File: src/rtl/dunshift.sv
// Parallel-to-serial lane unloader: captures DEPTH lanes of DW bits and emits them one word per transfer.
// Latency: first word on dout one cycle after capture; later words follow back-to-back with no bubble.
// Backpressure: dout/dout_last hold while dout_ready is low; din_ready is low for the whole burst.
//
// Ports:
//   clk, sys_rst       - clock, asynchronous active-high reset
//   dir, l_k_0         - unload order (00 drop, 01 POS, 10 NEG, 11 NEW) and NEW lane-pair select, sampled at capture
//   din/din_valid/din_ready     - parallel lane vector handshake (lane i = din[i*DW +: DW])
//   dout/dout_valid/dout_ready  - serial word handshake; dout_last flags the final word of a burst
module dunshift #(
  parameter int DW    = 16,
  parameter int DEPTH = 4
) (
  input  logic                clk,
  input  logic                sys_rst,
  input  logic [1:0]          dir,
  input  logic                l_k_0,
  input  logic [DW*DEPTH-1:0] din,
  input  logic                din_valid,
  output logic                din_ready,
  output logic [DW-1:0]       dout,
  output logic                dout_valid,
  input  logic                dout_ready,
  output logic                dout_last
);

  localparam int IW = (DEPTH > 1) ? $clog2(DEPTH) : 1;
  localparam int CW = $clog2(DEPTH + 1);

  typedef enum logic {
    S_IDLE = 1'b0,
    S_SEND = 1'b1
  } state_t;

  state_t              state;
  logic [DW*DEPTH-1:0] lane_buf;
  logic [IW-1:0]       idx;        // lane currently shown on dout
  logic                down;       // 1: walk lanes downward, 0: upward
  logic [CW-1:0]       cnt;        // words still to transfer, including the one on dout

  logic [IW-1:0]       start_idx;
  logic [CW-1:0]       start_cnt;
  logic                start_down;
  logic [IW-1:0]       next_idx;

  // Decode the capture-time controls into first lane, walk direction and burst length.
  // Every order except NEG walks downward, so NEW is just a 2-word descending walk
  // starting at lane 1 or lane 3.
  always_comb begin
    start_idx  = '0;
    start_cnt  = CW'(DEPTH);
    start_down = 1'b1;
    case (dir)
      2'b01: begin
        start_idx  = IW'(DEPTH - 1);
      end
      2'b10: begin
        start_idx  = '0;
        start_down = 1'b0;
      end
      2'b11: begin
        start_idx  = l_k_0 ? IW'(1) : IW'(3);
        start_cnt  = CW'(2);
      end
      default: begin
        start_idx  = '0;
      end
    endcase
  end

  // Only consumed while more words remain, so it never indexes past the burst.
  assign next_idx  = down ? (idx - IW'(1)) : (idx + IW'(1));

  assign din_ready = (state == S_IDLE);

  always_ff @(posedge clk or posedge sys_rst) begin
    if (sys_rst) begin
      state      <= S_IDLE;
      lane_buf   <= '0;
      idx        <= '0;
      down       <= 1'b0;
      cnt        <= '0;
      dout       <= '0;
      dout_valid <= 1'b0;
      dout_last  <= 1'b0;
    end else begin
      case (state)
        S_IDLE: begin
          if (din_valid) begin
            lane_buf <= din;
            // dir == 00 consumes the beat without starting a burst.
            if (dir != 2'b00) begin
              state      <= S_SEND;
              idx        <= start_idx;
              down       <= start_down;
              cnt        <= start_cnt;
              dout       <= din[start_idx*DW +: DW];
              dout_valid <= 1'b1;
              dout_last  <= (start_cnt == CW'(1));
            end
          end
        end
        S_SEND: begin
          if (dout_ready) begin
            if (cnt == CW'(1)) begin
              state      <= S_IDLE;
              cnt        <= '0;
              dout       <= '0;
              dout_valid <= 1'b0;
              dout_last  <= 1'b0;
            end else begin
              cnt       <= cnt - CW'(1);
              idx       <= next_idx;
              dout      <= lane_buf[next_idx*DW +: DW];
              dout_last <= (cnt == CW'(2));
            end
          end
        end
        default: begin
          state <= S_IDLE;
        end
      endcase
    end
  end

endmodule

File: config.mk
export PLATFORM = sky130hd
export DESIGN_NAME = dunshift
export DESIGN_NICKNAME = d
export VERILOG_FILES = /design/src/rtl/dunshift.sv
export SDC_FILE = /design/constraint.sdc
export NUM_CORES = 1
export LEC_CHECK = 0
export ABC_CLOCK_PERIOD_IN_PS = 3600
export CAP_MARGIN = 20
export CORE_MARGIN = 2
export CORE_UTILIZATION = 30
export CTS_CLUSTER_SIZE = 40
export DETAILED_ROUTE_END_ITERATION = 10
export GPL_TIMING_DRIVEN = 1
export PLACE_DENSITY_LB_ADDON = 0.2
export SLEW_MARGIN = 20
export SYNTH_ARGS = -nofsm -noshare
export SYNTH_HDL_FRONTEND = slang
export SYNTH_SLANG_ARGS = --single-unit
export TNS_END_PERCENT = 20
File: constraint.sdc
create_clock -name clk -period 3.6 [get_ports clk]
set_input_delay 0.36 -clock clk [delete_from_list [all_inputs] [get_ports clk]]
set_output_delay 0.36 -clock clk [all_outputs]
set_load 0.02 [all_outputs]
# [After elaboration in Yosys (flattened, before gate mapping)]
# Index checks and enable logic that the tools add are counted.
[classes] n_addsub=3 multipliers=0 div=0 n_lt_le_gt_ge=0 eq_ne=11 shift=2 mux=35 bitwise_logic=1 n_reduce_logical=6
[ops] cell="$shiftx A64 B7 Y16" n=2
[ops] cell="$mux W16" n=4
[ops] cell="$pmux W16 S2" n=1
[ops] cell="$mux W3" n=5
[ops] cell="$mux W1" n=13
[ops] cell="$mux W2" n=6
[ops] cell="$pmux W2 S2" n=2
[ops] cell="$reduce_and A4 Y1" n=2
[ops] cell="$eq A3 B1 Y1 const B" n=2
[ops] cell="$ne A2 B2 Y1 const B" n=3
[ops] cell="$pmux W1 S2" n=3
[ops] cell="$pmux W3 S2" n=1
[ops] cell="$reduce_and A3 Y1" n=2
[ops] cell="$eq A2 B2 Y1 const B" n=2
[ops] cell="$ne A2 B1 Y1 const B" n=2
[ops] cell="$eq A3 B2 Y1 const B" n=1
[ops] cell="$sub A3 B1 Y3 const B" n=1
[ops] cell="$add A2 B1 Y2 const B" n=1
[ops] cell="$eq A2 B1 Y1 const B" n=1
[ops] cell="$reduce_and A2 Y1" n=1
[ops] cell="$reduce_bool A2 Y1" n=1
[ops] cell="$sub A2 B1 Y2 const B" n=1
[ops] cell="$not A1 Y1" n=1
[totals] regBits=89 latchBits=0 mem_bits_rw=0 rom_bits=0 input_bits=71 output_inout_bits=19 word_cells=66 mem_count=0

# [Depth between registers and ports, before layout]
[depth] word_depth=6 ltp_mapped=8 depth_no_buf=6

# [Worst setup path after synthesis]
# Ideal clock, no wire load.
[synth_timing] kind="flip-flop to flip-flop" start="reg cnt[1]" end="reg dout[0]" setup_ns=0.129 t_arrival_ns=1.541 required_ns=3.471 path_slack_ns=1.930 path_stages_with_launch=9 n_path_buf=2 period_less_slack_ns=1.670 cell_sequence="dfrtp_1 -> inv_1 -> ha_1 -> nor2b_1 -> or3_1 -> buf_2 -> buf_6 -> a21oi_2 -> a2111o_1"
[synth_via] elab_chain_cells=4
[synth_lines] element="start: declaration" line_no="39" source="logic [CW-1:0] cnt;"
[synth_lines] element="start signal: assignment" line_no="96" source="cnt <= start_cnt;"
[synth_lines] element="start signal: assignment" line_no="112" source="cnt <= cnt - CW'(1);"
[synth_lines] element="$eq A3 B1 Y1" line_no="105" source="if (cnt == CW'(1)) begin"
[synth_lines] element="$mux W16" line_no="105"
[synth_lines] element="$mux W16" line_no="104" source="if (dout_ready) begin"
[synth_lines] element="$pmux W16 S2" line_no="87" source="case (state)"
[synth_lines] element="end signal: assignment" line_no="97" source="dout <= din[start_idx*DW +: DW];"
[synth_lines] element="end signal: assignment" line_no="114" source="dout <= lane_buf[next_idx*DW +: DW];"
[synth_lines] element="end: declaration" line_no="21" source="output logic [DW-1:0] dout,"
# Every way passes these cells. The select of a mux whose other input is x is not followed.
# A chain may end at the register's enable or synchronous reset.

# [Final worst setup path]
[layout_timing] start="reg cnt[1]" end="reg dout[5]"
# Same word-level chain as after synthesis.

==> out/qor.json <==
{
  "fin_crit_sh_pct": 62.7,
  "power.share.combinational_pct": 40.3,
  "netlist.area_leader.share_pct": 50.2,
  "worstPathArrival_ns": 2.48,
  "detailedRoute.firstPassIterationCount": 4,
  "core.rowCount": 44,
  "max-cap-violations": 0,
  "reg2reg_from": "cnt[1]$_DFFE_PP0P_",
  "core-area_sq_um": 14500,
  "synth.cells.most_frequent": "sky130_fd_sc_hd__nand2_1, sky130_fd_sc_hd__dfrtp_1, sky130_fd_sc_hd__a21oi_1",
  "syn-mean-instance-area_sq_um": 8.38,
  "dr_wl_met2_um": 5960,
  "clk_path_buf_depth": 2,
  "groute.usage.overall_pct": 16.7,
  "power_per_cell_area_nw_per_um2": 821,
  "ys_warn_count": 0,
  "ctsResizeCount": 0,
  "power_frac_seq_pct": 37.8,
  "post_cts_buffers": 0,
  "yosys.cell_count.top_type": "sky130_fd_sc_hd__nand2_1",
  "leakagePower_nw": 2.78,
  "wire_per_inst_um": 16.0,
  "rsz_0062_raised_after_global_routing": "false",
  "pre_cts_slack_ns": 1.21,
  "power.net_switching_mw": 1.88,
  "finalClockSkew_ns": 0.0110,
  "multiInputGateArea_sq_um": 2020,
  "critical_path.startpoint": "cnt[1]$_DFFE_PP0P_",
  "status": "completed",
  "tritoncts": "built",
  "layout-drive-gt1-share_pct": 6.48,
  "timing.hold.worst.class": "reg -> reg",
  "finalCriticalPeriod_ns": 2.26,
  "critical_path_required_ns": 3.82,
  "finalWeightedCongestion": 0.767,
  "clk_pin_slew_worst_paths_ns": 0.07,
  "die_area_sq_um": 15800,
  "floorplan.die.height_um": 126,
  "timing.critical_path.to_type": "flip-flop",
  "relSlewSlack_pct": 28.2,
  "postRouteAntennaNets": 0,
  "insertedDiodeCount": 0,
  "synth.area.top_cells": "sky130_fd_sc_hd__dfrtp_1, sky130_fd_sc_hd__nand2_1, sky130_fd_sc_hd__a2111o_1",
  "io_buffers": 89,
  "cts-buffers-inserted": 9,
  "clkSinkCount": 89,
  "synth.yosys.seq_area_share_pct": 50.2,
  "setup_total_neg_slack_ns": 0,
  "setup_viol": 0,
  "clockPowerShare_pct": 21.9,
  "floorplan.initialDensity_pct": 30.6,
  "timing_limited_maximum_frequency_mhz": 443,
  "num_io_pins": 90,
  "layout.cells.non_filler": 786,
  "met3_length_um": 607,
  "overflow": 0,
  "worst_ir_drop_vdd_uv": 297,
  "hold_viol": 0,
  "async_reset_ff_share_pct": 100,
  "crit_fanout": 16,
  "ctsRootBufferMaster": "sky130_fd_sc_hd__clkbuf_16",
  "critPathLaunchType": "flip-flop",
  "timing.final.max_slew_violations": 0,
  "initial_antenna_violation_count": 0,
  "uppermost_layer_routed": "met4",
  "drt_drc_violations_left": 0,
  "power.internal_mw": 2.85,
  "post_cts_hold_buffer_count": 0,
  "cts_htree_levels": 3,
  "detailroute.via_count": 3794,
  "count_of_flip_flops_with_a_built_in_enable_after_synthesis": 0,
  "post-place-cells": 770,
  "dieWidth_um": 126,
  "pin_count_of_the_biggest_net_entering_global_routing": 65,
  "wl_met1_um": 5920,
  "synth.distinct_cells": 31,
  "post_synthesis_cell_area_sq_um": 4430,
  "worst-slew-pin-transition_ns": 1.08,
  "first_global_vias": 4061,
  "synth.ff_latch_count": 89,
  "detail_route.wirelength_um": 12600,
  "area.sequential_sq_um": 2230,
  "path_type_of_the_worst_setup_path": "reg -> reg",
  "area_growth_syn_to_layout_pct": 29.9,
  "drt-initial-drc-count": 364,
  "setup_slack_ns": 1.34,
  "layout.nets": 671,
  "worst_skew_pair.late_latency_ns": 0.34,
  "synth-main-ff-cell": "sky130_fd_sc_hd__dfrtp_1",
  "vias_per_cell": 4.83,
  "post-dp-hpwl_um": 8010,
  "grt_first_pass_wirelength_um": 21000,
  "final.fill_count": 1475,
  "synth_largest_area_cell": "sky130_fd_sc_hd__dfrtp_1",
  "synth_cells": 529,
  "power_switching_share_pct": 39.8,
  "synth.net_count": 603,
  "hp-start": "lane_buf[57]$_DFFE_PP0P_"
}
[worst max-delay path, stage by stage, from the launching register on]
cell,delay (ns)
sky130_fd_sc_hd__dfrtp_1,0.38
sky130_fd_sc_hd__inv_1,0.10
sky130_fd_sc_hd__ha_1,0.19
sky130_fd_sc_hd__nor2b_1,0.21
sky130_fd_sc_hd__or3_1,0.79
sky130_fd_sc_hd__a21oi_1,0.09
sky130_fd_sc_hd__a2111o_1,0.39
[final cells by class]
cell class              count  area share, %
repair buffers             93           16.1
well taps                 184           4.00
inverters                   5          0.369
clock inverters             6           1.56
multi-input cells         399           35.1
clock buffers              10           4.15
flip-flops and latches     89           38.7
[registers in the layout, summed over array words and instances, names as in the netlist]
name        cells
dout_last       1
lane_buf       64
idx             2
state           1
cnt             3
down            1
dout_valid      1
dout           16
[path summary, 6_finish.rpt]
check / end / slack (ns) / cells past startpoint
setup / recovery: dout[5]$_DFFE_PP0P_ / 1.34 / 6
hold / removal: lane_buf[57]$_DFFE_PP0P_ / 0.48 / 2
setup reg to reg: dout[5]$_DFFE_PP0P_ / 1.34 / 6
hold reg to reg: lane_buf[57]$_DFFE_PP0P_ / 0.48 / 2
max in group asynchronous: lane_buf[49]$_DFFE_PP0P_ / 2.44 / 3
min in group asynchronous: lane_buf[25]$_DFFE_PP0P_ / 0.50 / 2
[cells by family (layout without fill, tap and decap cells)]
kind of cell,count (synthesis),count (layout),share of synthesized area (%)
adder cells (fa/ha/maj),3,3,0.847
buffers and inverters,41,114,5.05
AND/OR/NAND/NOR,299,299,26.1
multiplexers,16,16,3.61
AO/OA/AOI/OAI,78,78,13.4
flip-flops,89,89,50.2
XOR/XNOR,3,3,0.762
[power by group through the flow]
| stage | Clock [mW] | Combinational (mW) | Sequential (mW) |
|---|---|---|---|
| 3_3_place_gp | 0 | 1.89 | 1.79 |
| 5_1_grt | 1.10 | 2.17 | 1.85 |
| 4_1_cts | 1.05 | 1.94 | 1.79 |
| 6_report | 1.04 | 1.91 | 1.79 |
| 3_5_place_dp | 0 | 1.93 | 1.81 |
| 2_1_floorplan | 0 | 1.27 | 1.80 |
[per-stage QoR]
stage / total power, mW / hold WS [ns] / utilization [%] / instance area, sq um
after global placement: 3.68 / 0.458 / 37.5 / 5430
after floorplan: 3.07 / 0.446 / - / 4430
after CTS: 4.78 / 0.478 / 39.8 / 5760
after detailed placement: 3.73 / 0.462 / 37.5 / 5430
after global routing: 5.11 / 0.495 / 39.8 / 5760
final: 4.73 / 0.476 / 39.8 / 5760
[layout by cell type (no fill, tap or decap), types with 2 or more instances in the layout]
cell and instances:
sky130_fd_sc_hd__o21ai_0 5, sky130_fd_sc_hd__a2111o_1 16, sky130_fd_sc_hd__nand3_1 3, sky130_fd_sc_hd__nor2_1 20
sky130_fd_sc_hd__a21oi_2 10, sky130_fd_sc_hd__a211oi_1 16, sky130_fd_sc_hd__bufinv_16 2, sky130_fd_sc_hd__ha_1 3
sky130_fd_sc_hd__clkdlybuf4s50_1 88, sky130_fd_sc_hd__buf_4 3, sky130_fd_sc_hd__nand2_1 267, sky130_fd_sc_hd__or3_1 2
sky130_fd_sc_hd__a21oi_1 24, sky130_fd_sc_hd__nand2b_1 2, sky130_fd_sc_hd__dfrtp_1 89, sky130_fd_sc_hd__nand2_4 2
sky130_fd_sc_hd__clkbuf_16 9, sky130_fd_sc_hd__mux2i_1 16, sky130_fd_sc_hd__inv_1 4
[per-layer routing]
metal | GRT usage (%) | vias up
met5 | 0 | -
met4 | 4.71 | 0
met3 | 3.12 | 4
met2 | 27.7 | 97
met1 | 22.5 | 1840
li1 | - | 1853
Power figures use the tool's default switching activity.
